[src/rtl/shift_arbiter_pkg.sv]
// rtl/shift_arbiter_pkg.sv - shared op encodings, widths and state types for the shift arbiter.
// Optional build macro SHIFT_ARB_ROTATE_EN turns op 11 into rotate-right.
package shift_arbiter_pkg;

    localparam int SH_W   = 8;
    localparam int SH_SHW = 4;

    typedef enum logic [1:0] {
        SH_SLL = 2'b00,
        SH_SRL = 2'b01,
        SH_SRA = 2'b10,
        SH_ROR = 2'b11
    } sh_op_e;

    typedef enum logic {
        ST_EMPTY = 1'b0,
        ST_FULL  = 1'b1
    } out_state_e;

endpackage

[src/rtl/shift_arbiter_core.sv]
// rtl/shift_arbiter_core.sv - combinational shift_core: (op, a, shamt) -> result with saturation.
// With SHIFT_ARB_ROTATE_EN defined op 11 rotates right by shamt mod W, otherwise it passes a through.
module shift_core
    import shift_arbiter_pkg::*;
#(
    parameter int W   = SH_W,
    parameter int SHW = SH_SHW
) (
    input  logic [1:0]     op,
    input  logic [W-1:0]   a,
    input  logic [SHW-1:0] shamt,
    output logic [W-1:0]   result
);

    logic saturate;

    assign saturate = (int'(shamt) >= W);

`ifdef SHIFT_ARB_ROTATE_EN
    int             rot_amt;
    logic [2*W-1:0] rot_pair;

    // Shifting a doubled copy keeps the rotate well defined for any rot_amt, including 0.
    always_comb begin
        rot_amt  = int'(shamt) % W;
        rot_pair = {a, a} >> rot_amt;
    end
`endif

    always_comb begin
        result = a;
        case (op)
            SH_SLL: result = saturate ? '0 : (a << shamt);
            SH_SRL: result = saturate ? '0 : (a >> shamt);
            SH_SRA: result = saturate ? {W{a[W-1]}} : W'($signed(a) >>> shamt);
`ifdef SHIFT_ARB_ROTATE_EN
            SH_ROR: result = rot_pair[W-1:0];
`else
            SH_ROR: result = a;
`endif
            default: result = a;
        endcase
    end

endmodule

[src/rtl/shift_arbiter.sv]
// rtl/shift_arbiter.sv - two-port round-robin arbiter over one shift datapath with a registered result stage.
// Honours SHIFT_ARB_ROTATE_EN through shift_core; the port list is the same in both builds.
module shift_arbiter
    import shift_arbiter_pkg::*;
#(
    parameter int W   = SH_W,
    parameter int SHW = SH_SHW
) (
    input  logic           clk,
    input  logic           rst_n,
    input  logic           req0_valid,
    output logic           req0_ready,
    input  logic [1:0]     req0_op,
    input  logic [W-1:0]   req0_a,
    input  logic [SHW-1:0] req0_shamt,
    input  logic           req1_valid,
    output logic           req1_ready,
    input  logic [1:0]     req1_op,
    input  logic [W-1:0]   req1_a,
    input  logic [SHW-1:0] req1_shamt,
    output logic           rsp_valid,
    input  logic           rsp_ready,
    output logic           rsp_id,
    output logic [W-1:0]   rsp_data
);

    out_state_e     state;
    logic           last;
    logic           can_accept;
    logic           grant0;
    logic           grant1;
    logic           accept;
    logic           sel;
    logic [1:0]     sel_op;
    logic [W-1:0]   sel_a;
    logic [SHW-1:0] sel_shamt;
    logic [W-1:0]   shift_result;

    // Priority goes to the port that did not win the last accepted handshake.
    always_comb begin
        can_accept = (state == ST_EMPTY) || rsp_ready;
        grant0     = req0_valid && (!req1_valid || last);
        grant1     = req1_valid && (!req0_valid || !last);
        req0_ready = rst_n && grant0 && can_accept;
        req1_ready = rst_n && grant1 && can_accept;
        accept     = req0_ready || req1_ready;
        sel        = req1_ready;
    end

    always_comb begin
        sel_op    = req0_op;
        sel_a     = req0_a;
        sel_shamt = req0_shamt;
        if (sel) begin
            sel_op    = req1_op;
            sel_a     = req1_a;
            sel_shamt = req1_shamt;
        end
    end

    shift_core #(
        .W   (W),
        .SHW (SHW)
    ) u_shift_core (
        .op     (sel_op),
        .a      (sel_a),
        .shamt  (sel_shamt),
        .result (shift_result)
    );

    always_ff @(posedge clk or negedge rst_n) begin
        if (!rst_n) begin
            state     <= ST_EMPTY;
            rsp_valid <= 1'b0;
            rsp_data  <= '0;
            rsp_id    <= 1'b0;
            last      <= 1'b1;
        end else begin
            case (state)
                ST_EMPTY: begin
                    if (accept) begin
                        state     <= ST_FULL;
                        rsp_valid <= 1'b1;
                        rsp_data  <= shift_result;
                        rsp_id    <= sel;
                        last      <= sel;
                    end
                end
                ST_FULL: begin
                    // Consume and accept in the same cycle refills without a bubble.
                    if (accept) begin
                        rsp_valid <= 1'b1;
                        rsp_data  <= shift_result;
                        rsp_id    <= sel;
                        last      <= sel;
                    end else if (rsp_ready) begin
                        state     <= ST_EMPTY;
                        rsp_valid <= 1'b0;
                    end
                end
                default: begin
                    state     <= ST_EMPTY;
                    rsp_valid <= 1'b0;
                end
            endcase
        end
    end

endmodule

[config.mk]
export PLATFORM = sky130hd
export DESIGN_NAME = shift_arbiter
export DESIGN_NICKNAME = d
export VERILOG_FILES = /design/src/rtl/shift_arbiter_pkg.sv /design/src/rtl/shift_arbiter_core.sv /design/src/rtl/shift_arbiter.sv
export SDC_FILE = /design/constraint.sdc
export NUM_CORES = 1
export LEC_CHECK = 0
export BUFFER_PORTS_ARGS = -buffer_cell sky130_fd_sc_hd__buf_4
export CORE_MARGIN = 5
export CORE_UTILIZATION = 57
export CTS_CLUSTER_DIAMETER = 80
export DETAILED_ROUTE_END_ITERATION = 16
export PLACE_DENSITY = 0.82
export SYNTH_ARGS = -nofsm -noshare
export SYNTH_HDL_FRONTEND = slang
export SYNTH_SLANG_ARGS = --single-unit
export TNS_END_PERCENT = 30
[constraint.sdc]
create_clock -name clk -period 2.15 [get_ports clk]
set_input_delay 0.1075 -clock clk [delete_from_list [all_inputs] [get_ports clk]]
set_output_delay 0.1075 -clock clk [all_outputs]
set_load 0.01 [all_outputs]
# Yosys cells after proc, flatten, opt, wreduce, memory -nomap -nowiden
# Cells that the tools add are included.
classes:
  addsub: 0
  n_mul: 0
  div_mod_pow: 0
  order_cmp: 1
  n_eq_ne: 5
  n_shift: 3
  muxes: 17
  bitwise_logic: 1
  n_reduce_logical: 15
ops:
  columns: ["operator", "n"]
  rows:
  - ["two-way mux 8 bit", 5]
  - ["case mux 8 bit (4 select lines)", 1]
  - ["<< shifter 8 x 4 -> 8 bit", 1]
  - [">> shifter 8 x 4 -> 8 bit", 1]
  - [">>> shifter 8 x 4 -> 8 bit", 1]
  - ["two-way mux 1 bit", 7]
  - ["logical AND 1 bit", 6]
  - ["equality test 2 bit, second input constant", 2]
  - [">= comparator 4 bit, second input constant", 1]
  - ["logical OR 1 bit", 4]
  - ["two-way mux 4 bit", 1]
  - ["case mux 1 bit (2 select lines)", 2]
  - ["logical NOT 1 bit", 3]
  - ["!= test 3 x 2 -> 1 bit, second input constant", 1]
  - ["equality test 2 x 1 -> 1 bit, second input constant", 1]
  - ["logical NOT 2 bit", 1]
  - ["two-way mux 2 bit", 1]
  - ["!= test 2 bit, second input constant", 1]
  - ["AND reduction 2 bit", 1]
  - ["NOT 1 bit", 1]
word_totals:
  ff_bits: 12
  latchBits: 0
  mem_bits_rw: 0
  rom_bits: 0
  inputBits: 33
  output_inout_bits: 12
  wordCells: 47
  mem_count: 0

# Longest topological paths before layout
# Gate-level depths: netlist of run 1.
depth:
  depth_word: 10
  depth_mapped: 8
  mapped_depth_nobuf: 6

# Modules after synthesis
# From an unflattened synthesis of run 1, not the netlist that was laid out.
hier_totals:
  cells_unflattened: 159
  hier_area_um2: 1498.9
modules_own_cells:
  columns: ["module", "instances", "cells_per_inst", "area_each_um2", "seq_area_each_um2"]
  rows:
  - ["shift_core", 1, 110, 803.3, 0.0]
  - ["shift_arbiter", 1, 49, 695.7, 301.5]

# Worst setup path before layout of run 1
# OpenSTA, ideal clock, no wires.
synth_timing:
  kind: "reg-to-reg"
  startpoint: "reg state"
  endpoint: "reg rsp_data[4]"
  setup_time_ns: 0.130
  arrival_time_ns: 1.464
  required_ns: 2.020
  path_slack_ns: 0.556
  stages_incl_launch_ff: 8
  path_buffers: 1
  period_less_slack_ns: 1.594
  cell_sequence: "dfrtp_1 -> nand2b_1 -> buf_2 -> nand3_4 -> inv_2 -> mux2_2 -> a211oi_1 -> o41ai_2"
synth_between:
  elab_chain_len: 8
  elab_cells_between_ends: 21
  classes_between: "1 x order compare; 3 x eq/ne; 3 x shift; 8 x mux; 1 x bitwise; 5 x reduce/logical"
synth_lines:
  columns: ["element", "line_no", "rtl"]
  rows:
  - ["from (decl)", "shift_arbiter.sv:27", "out_state_e state;"]
  - ["from (signal assigned)", "shift_arbiter.sv:73", "state <= ST_EMPTY;"]
  - ["from (signal assigned)", "shift_arbiter.sv:82", "state <= ST_FULL;"]
  - ["from (signal assigned)", "shift_arbiter.sv:97", "state <= ST_EMPTY;"]
  - ["NOT 1 bit *", null, null]
  - ["logical OR 1 bit *", "shift_arbiter.sv:41", "can_accept = (state == ST_EMPTY) || rsp_ready;"]
  - ["logical AND 1 bit", "shift_arbiter.sv:45", "req1_ready = rst_n && grant1 && can_accept;"]
  - ["two-way mux 8 bit / two-way mux 4 bit (equally long branches)", "shift_arbiter.sv:54", "if (sel) begin"]
  - [">>> shifter 8 x 4 -> 8 bit (tied with other cells)", "shift_arbiter_core.sv:35", "SH_SRA: result = saturate ? {W{a[W-1]}} : W'($signed(a) >>> shamt);"]
  - ["two-way mux 8 bit, on equally long branches", "shift_arbiter_core.sv:35, shift_arbiter_core.sv:33, shift_arbiter_core.sv:34", null]
  - ["case mux 8 bit (4 select lines)", "shift_arbiter_core.sv:32", "case (op)"]
  - ["two-way mux 8 bit", "shift_arbiter.sv:81, shift_arbiter.sv:91", null]
  - ["to (signal assigned)", "shift_arbiter.sv:84", "rsp_data <= shift_result;"]
  - ["to (signal assigned)", "shift_arbiter.sv:93", "rsp_data <= shift_result;"]
  - ["to (decl)", "shift_arbiter.sv:24", "output logic [W-1:0] rsp_data"]
# Every way passes the cells marked *; elsewhere a longest branch is shown, timed or not. The select of a mux whose other input is x is not followed.
# A chain may end at the register's enable or synchronous reset.

# Worst setup path after layout of run 1
layout_timing:
  startpoint: "in rst_n"
  endpoint: "out req0_ready"
layout_between:
  elab_chain_len: 2
layout_lines:
  columns: ["element", "line_no", "rtl"]
  rows:
  - ["from (decl)", "shift_arbiter.sv:10", "input logic rst_n,"]
  - ["logical AND 1 bit (2 in series)", "shift_arbiter.sv:44", "req0_ready = rst_n && grant0 && can_accept;"]
  - ["to (decl)", "shift_arbiter.sv:12", "output logic req0_ready,"]
# Every way passes these cells.

==> results of run 1 <==
metal layers:
metal	routed length, um	vias to the layer above	GRT usage, %	part of all wire (%)
li1	-	1148	-	-
met1	3100	1201	41.3	42
met2	3370	164	43.0	46
met3	698	16	3.24	9.5
met4	165	0	5.93	2.3
met5	0	-	0	0
metrics by stage:
step / area [um^2] / util [%] / power, mW
after floorplan: 2360 / - / 0.705
after global placement: 2610 / 65.2 / 0.913
after detailed placement: 2610 / 65.2 / 0.922
after CTS: 2680 / 66.9 / 1.18
after global routing: 2680 / 66.9 / 1.25
final: 2680 / 66.9 / 1.19
report_power, final:
| part | switching [mW] | internal [mW] | total [mW] | leakage, nW |
|---|---|---|---|---|
| combinational | 0.330 | 0.288 | 0.618 | 0.910 |
| sequential | 0.0359 | 0.278 | 0.314 | 0.140 |
| clock | 0.0950 | 0.162 | 0.257 | 0.0288 |
final timing paths:
path | endpoint | cells after the start | slack [ns]
min reg2reg | rsp_id | 1 | 0.48
max reg2reg | rsp_data[4] | 6 | 0.31
min in group asynchronous | rsp_data[2] | 2 | 0.24
max | req0_ready | 6 | 0.18
min | rsp_valid | 4 | 0.13
max in group asynchronous | last | 3 | 1.47
flip-flops by register name (all words and copies together), names as in the netlist:
register,flops
rsp_valid,1
rsp_data,8
last,1
state,1
rsp_id,1
kinds of logic (layout without fill, tap and decap cells):
family	Yosys count	in the layout	synth area share, %
muxes	46	46	28.4
xor gates and xnor gates	2	2	0.741
buffers and inverters	34	58	8.47
AOI/OAI and AO/OA	76	76	25.5
DFF	12	12	12.8
and+or+nand+nor	107	107	24.2
layout make-up:
class / instances / area, um^2
multi-input cells: 231 / 1860
inverters: 4 / 15.0
fillers: 364 / 1330
repair buffers: 50 / 378
well taps: 50 / 62.6
clock buffers: 4 / 55.1
flip-flops and latches: 12 / 302
cell usage after synthesis, drive strengths merged (3+ instances only):
master   n  area share (%)
o211ai   7             2.2
a21oi    6             1.3
or3      3            0.79
mux4    15              15
nor2    18             2.9
mux2i   21             8.9
mux2    10             4.8
buf     21             6.3
a22oi    3            0.95
nand4    3            0.79
nand2b   4             1.1
o311ai   8             3.0
nand3b   5             1.6
a211oi   3            0.95
nor4     3             1.1
nor3     3            0.63
clkbuf   9             1.5
dfrtp   11              12
a32o     3             1.3
o22ai    4             1.1
nor3b    4             1.7
a21o     3            0.95
nand3   18             4.3
a31oi    6             1.6
nand2   30             4.8
inv      4            0.63
nor2b   10             2.6
o21ai    8             1.7
tightest hold or removal path: stages:
cell and delay [ns]:
buf_4 0.09, nand2_1 0.04, nand2_1 0.05, nand2_1 0.04
repair_timing:
item,CTS,global route
buffers inserted,0,0
hold buffers,1,0
endpoints found under the setup margin,0,0
endpoints found under the hold margin,11,0
==> reports/metrics.csv, run 1 <==
metric,value,unit
status,completed,
min-delay worst type,primary input to flop,
Syn. warnings,0,
CP Class,primary input to primary output,
first drt pass iteration count,5,
Final Hold Fails,0,
Sink Count,12,
"delay-heaviest family, CP",buffers and inverters,
RR Startpoint,last,
Initial Util,59.1,%
largest net degree at the start of global routing,25,
fraction of layout cells with a size suffix above 1,29.6,%
Detail Placement HPWL,5460,um
RSZ-0062 raised after global routing,no,
vias per cell,7.21,
Num CTS Buffers,3,
DR WL/cell,20.9,um
CTS tree,done,
post-route setup TNS,0,ns
Total Wirelength,7330,um
register bit count reported by yosys,12,
1st-iter DRT viols,348,
Clock Skew,0.00479,ns
most frequent cells in the layout,"buf_4 (49), nand2_1 (30), mux2i_1 (21)",
chip width,74.4,um
Worst setup EP type,primary output,
Syn Inst Count,277,
Crit. Startpoint,rst_n,
post-route ant nets,0,
htree depth,1,
CORE AREA,4000,um^2
crit path time final,1.97,ns
CTS max path bufs,2,
I/O Pins,45,
Nets,335,
total grt overflow,0,
Syn Area/Cell,8.54,um^2
Root Driver,clkbuf_8,
DRC Markers,0,
Setup WS post-layout,0.185,ns
WP data required,2.04,ns
Clock Latency Late Sink,0.24,ns
Die H,74.4,um
via count,2529,
# placed instances,346,
Worst Hold Launch,rsp_ready,
Leak,1.08,nW
Non-Filler Instances,351,
Slew @ Worst Pin,0.599,ns
Slew headroom,59.7,%
Area Growth Syn to Fin,13.1,%
Die Area,5540,um^2
Power Dens Cells,445,nW/um^2
"Top FF cell, synth",dfrtp_1,
Netlist cell types,63,
"CTS clk-pin slew, worst paths",0.06,ns
crit path max fanout,11,
pre-CTS setup slack,0.341,ns
first-pass GRT wire length,12100,um
critical path launch point type,primary input,
worst-path cell chain,"dlygate4sd3_1, buf_4, inv_1, or3_1, nor2_1, buf_4",
peak supply drop,0.240,mV
Setup-failing EPs final,0,
initial antenna violation count,0,
maxcap violations,0,
cell mode on critical path,buf_4,
Fmax achieved,509,MHz
Mapped Area,2360,um^2
asr flop ratio synth,100,%
"commonest non-fill, non-tap cell in the layout",buf_4,
GP Congestion,1.00,
diode count,0,
Final Cycle Share,91.4,%
hold_ws,0.134,ns
Post-synth EDFFs,0,
Synth Net Count,310,
cell with the largest stage delay on the worst path,or3_1,
num rows,23,
Buf/Inv on CP,4,
post-synthesis sequential area ratio,12.8,%
count of port buffers added during placement,44,
CP max stage delay,0.57,ns
Total GRT Usage,27.7,%
Final Slew Violations,0,
vias in the first global route,2338,
Worst Path Arrival,1.86,ns
PostCTS Resize Cnt,0,
No activity file was read; power rests on OpenSTA's default activity.
==> run 2, diff against run 1 <==
==> config.mk (replaced) <==
export PLATFORM = sky130hd
export DESIGN_NAME = shift_arbiter
export DESIGN_NICKNAME = d
export VERILOG_FILES = /design/src/rtl/shift_arbiter_pkg.sv /design/src/rtl/shift_arbiter_core.sv /design/src/rtl/shift_arbiter.sv
export SDC_FILE = /design/constraint.sdc
export NUM_CORES = 1
export LEC_CHECK = 0
export CORE_UTILIZATION = 60
export CTS_CLUSTER_DIAMETER = 80
export DETAILED_ROUTE_END_ITERATION = 16
export DONT_BUFFER_PORTS = 1
export PLACE_DENSITY = 0.76
export SYNTH_ARGS = -nofsm -noshare
export SYNTH_HDL_FRONTEND = slang
export SYNTH_SLANG_ARGS = --single-unit
==> reports/metrics.csv, run 2 (same netlist as run 1, synthesis figures left out) <==
metric,value,unit,change
post-route setup TNS,0,ns,unchanged
status,completed,,unchanged
I/O Pins,45,,unchanged
Total Wirelength,6840,um,was 7330 um
chip width,64.8,um,was 74.4 um
met1 GRT Util,50.4,%,was 41.3%
hold_ws,0.0200,ns,was 0.134 ns
Final Slew Violations,0,,unchanged
PostCTS Resize Cnt,0,,unchanged
vias in the first global route,2095,,was 2338
Non-Filler Instances,304,,was 351
global route hottest layer,met1,,was met2
"commonest non-fill, non-tap cell in the layout",nand2_1,,was buf_4
cell with the largest stage delay on the worst path,dfrtp_1,,was or3_1
crit path max fanout,8,,was 11
Setup WS post-layout,0.327,ns,was 0.185 ns
Sink Count,12,,unchanged
largest net degree at the start of global routing,25,,unchanged
met2 usage,49.7,%,was 43.0%
crit path time final,1.82,ns,was 1.97 ns
fillers,346,,was 364
Die H,64.8,um,was 74.4 um
Top reg by flops,rsp_data,,unchanged
num rows,22,,was 23
Slew @ Worst Pin,0.666,ns,was 0.599 ns
"CTS clk-pin slew, worst paths",0.05,ns,was 0.06 ns
Buf/Inv on CP,1,,was 4
initial antenna violation count,0,,unchanged
CORE AREA,3720,um^2,was 4000 um^2
DR WL/cell,22.5,um,was 20.9 um
"delay-heaviest family, CP",simple AND/OR/NAND/NOR gates,,was buffers and inverters
GP Congestion,0.991,,was 1.00
dpl cell area,2270,um^2,was 2610 um^2
Power Dens Cells,401,nW/um^2,was 445 nW/um^2
RSZ-0062 raised after global routing,no,,unchanged
cell area after layout,2320,um^2,was 2680 um^2
CTS max path bufs,2,,unchanged
Fmax achieved,548,MHz,was 509 MHz
Clock Skew,0.00103,ns,was 0.00479 ns
first-pass GRT wire length,11100,um,was 12100 um
Final Cycle Share,84.8,%,was 91.4%
M3 GR Usage,5.99,%,was 3.24%
1st-iter DRT viols,287,,was 348
Nets,290,,was 335
CTS tree,done,,unchanged
Num CTS Buffers,3,,unchanged
total grt overflow,0,,unchanged
maxcap violations,0,,unchanged
count of port buffers added during placement,0,,was 44
WP data required,2.25,ns,was 2.04 ns
Leak,0.855,nW,was 1.08 nW
htree depth,1,,unchanged
Final Hold Fails,0,,unchanged
Post-CTS Setup Repair Bufs,0,,unchanged
Detail Placement HPWL,5100,um,was 5460 um
first drt pass iteration count,5,,unchanged
vias per cell,7.51,,was 7.21
via count,2283,,was 2529
Die Area,4200,um^2,was 5540 um^2
Total Power,932,uW,was 1.19 mW
# placed instances,299,,was 346
peak supply drop,0.175,mV,was 0.240 mV
Root Driver,clkbuf_8,,unchanged
Area Growth Syn to Fin,-1.69,%,was 13.1%
Total GRT Usage,34.3,%,was 27.7%
min-delay worst type,primary input to flop,,unchanged
CP Class,flop to flop,,was primary input to primary output
Slew headroom,55.2,%,was 59.7%
Initial Util,63.6,%,was 59.1%
post-route ant nets,0,,unchanged
CP max stage delay,0.38,ns,was 0.57 ns
DRC Markers,0,,unchanged
diode count,0,,unchanged
max reg flops,8,,unchanged
final core occ,62.6,%,was 66.9%
fraction of layout cells with a size suffix above 1,16.8,%,was 29.6%
Worst setup EP type,flop,,was primary output
critical path launch point type,flop,,was primary input
worst-path cell chain,"nand2b_1, nand3_4, inv_2, mux2_2, a211oi_1, o41ai_2",,"was dlygate4sd3_1, buf_4, inv_1, or3_1, nor2_1, buf_4"
Setup-failing EPs final,0,,unchanged
Worst Path Arrival,1.93,ns,was 1.86 ns
pre-CTS setup slack,0.366,ns,was 0.341 ns
Clock Latency Late Sink,0.23,ns,was 0.24 ns
most frequent cells in the layout,"nand2_1 (30), mux2i_1 (21), nor2_1 (18)",,"was buf_4 (49), nand2_1 (30), mux2i_1 (21)"
run 2: report_power, final:
group          switching [mW]  internal [mW]  total, mW
registers              0.0559          0.279      0.334
clock network          0.0745          0.130      0.204
logic                   0.192          0.201      0.393
run 2: final timing paths:
kind	from	endpoint	slack [ns]	depth (start not counted)
max in group asynchronous	rst_n	last	1.49	1
hold / removal	req1_valid	last	0.02	2
min in group asynchronous	rst_n	rsp_id	0.30	1
setup / recovery	state	rsp_data[4]	0.33	6
setup reg to reg	state	rsp_data[4]	0.33	6
hold reg to reg	rsp_valid	rsp_valid	0.54	2
run 2: worst register-to-register path, stage by stage, from the launching register on:
cell	delay [ns]
dfrtp_1	0.38
nand2b_1	0.28
nand3_4	0.17
inv_2	0.13
mux2_2	0.34
a211oi_1	0.27
o41ai_2	0.13
run 2: what timing repair did:
item	CTS	global route
setup endpoints to repair	0	0
hold endpoints to repair	12	0
hold buffers	1	0
run 2: cell type report:
class	instances	area, um^2	share of cell area, %
multi-input cells	231	1860	80.1
flip-flops and latches	12	302	13.0
well taps	48	60.1	2.58
clock buffers	4	45.0	1.94
repair buffers	5	40.0	1.72
inverters	4	15.0	0.646
run 2: routing by layer:
layer	vias up	wire length, um
li1	1050	-
met5	-	0
met4	0	113
met1	1077	2880
met3	8	765
met2	148	3080
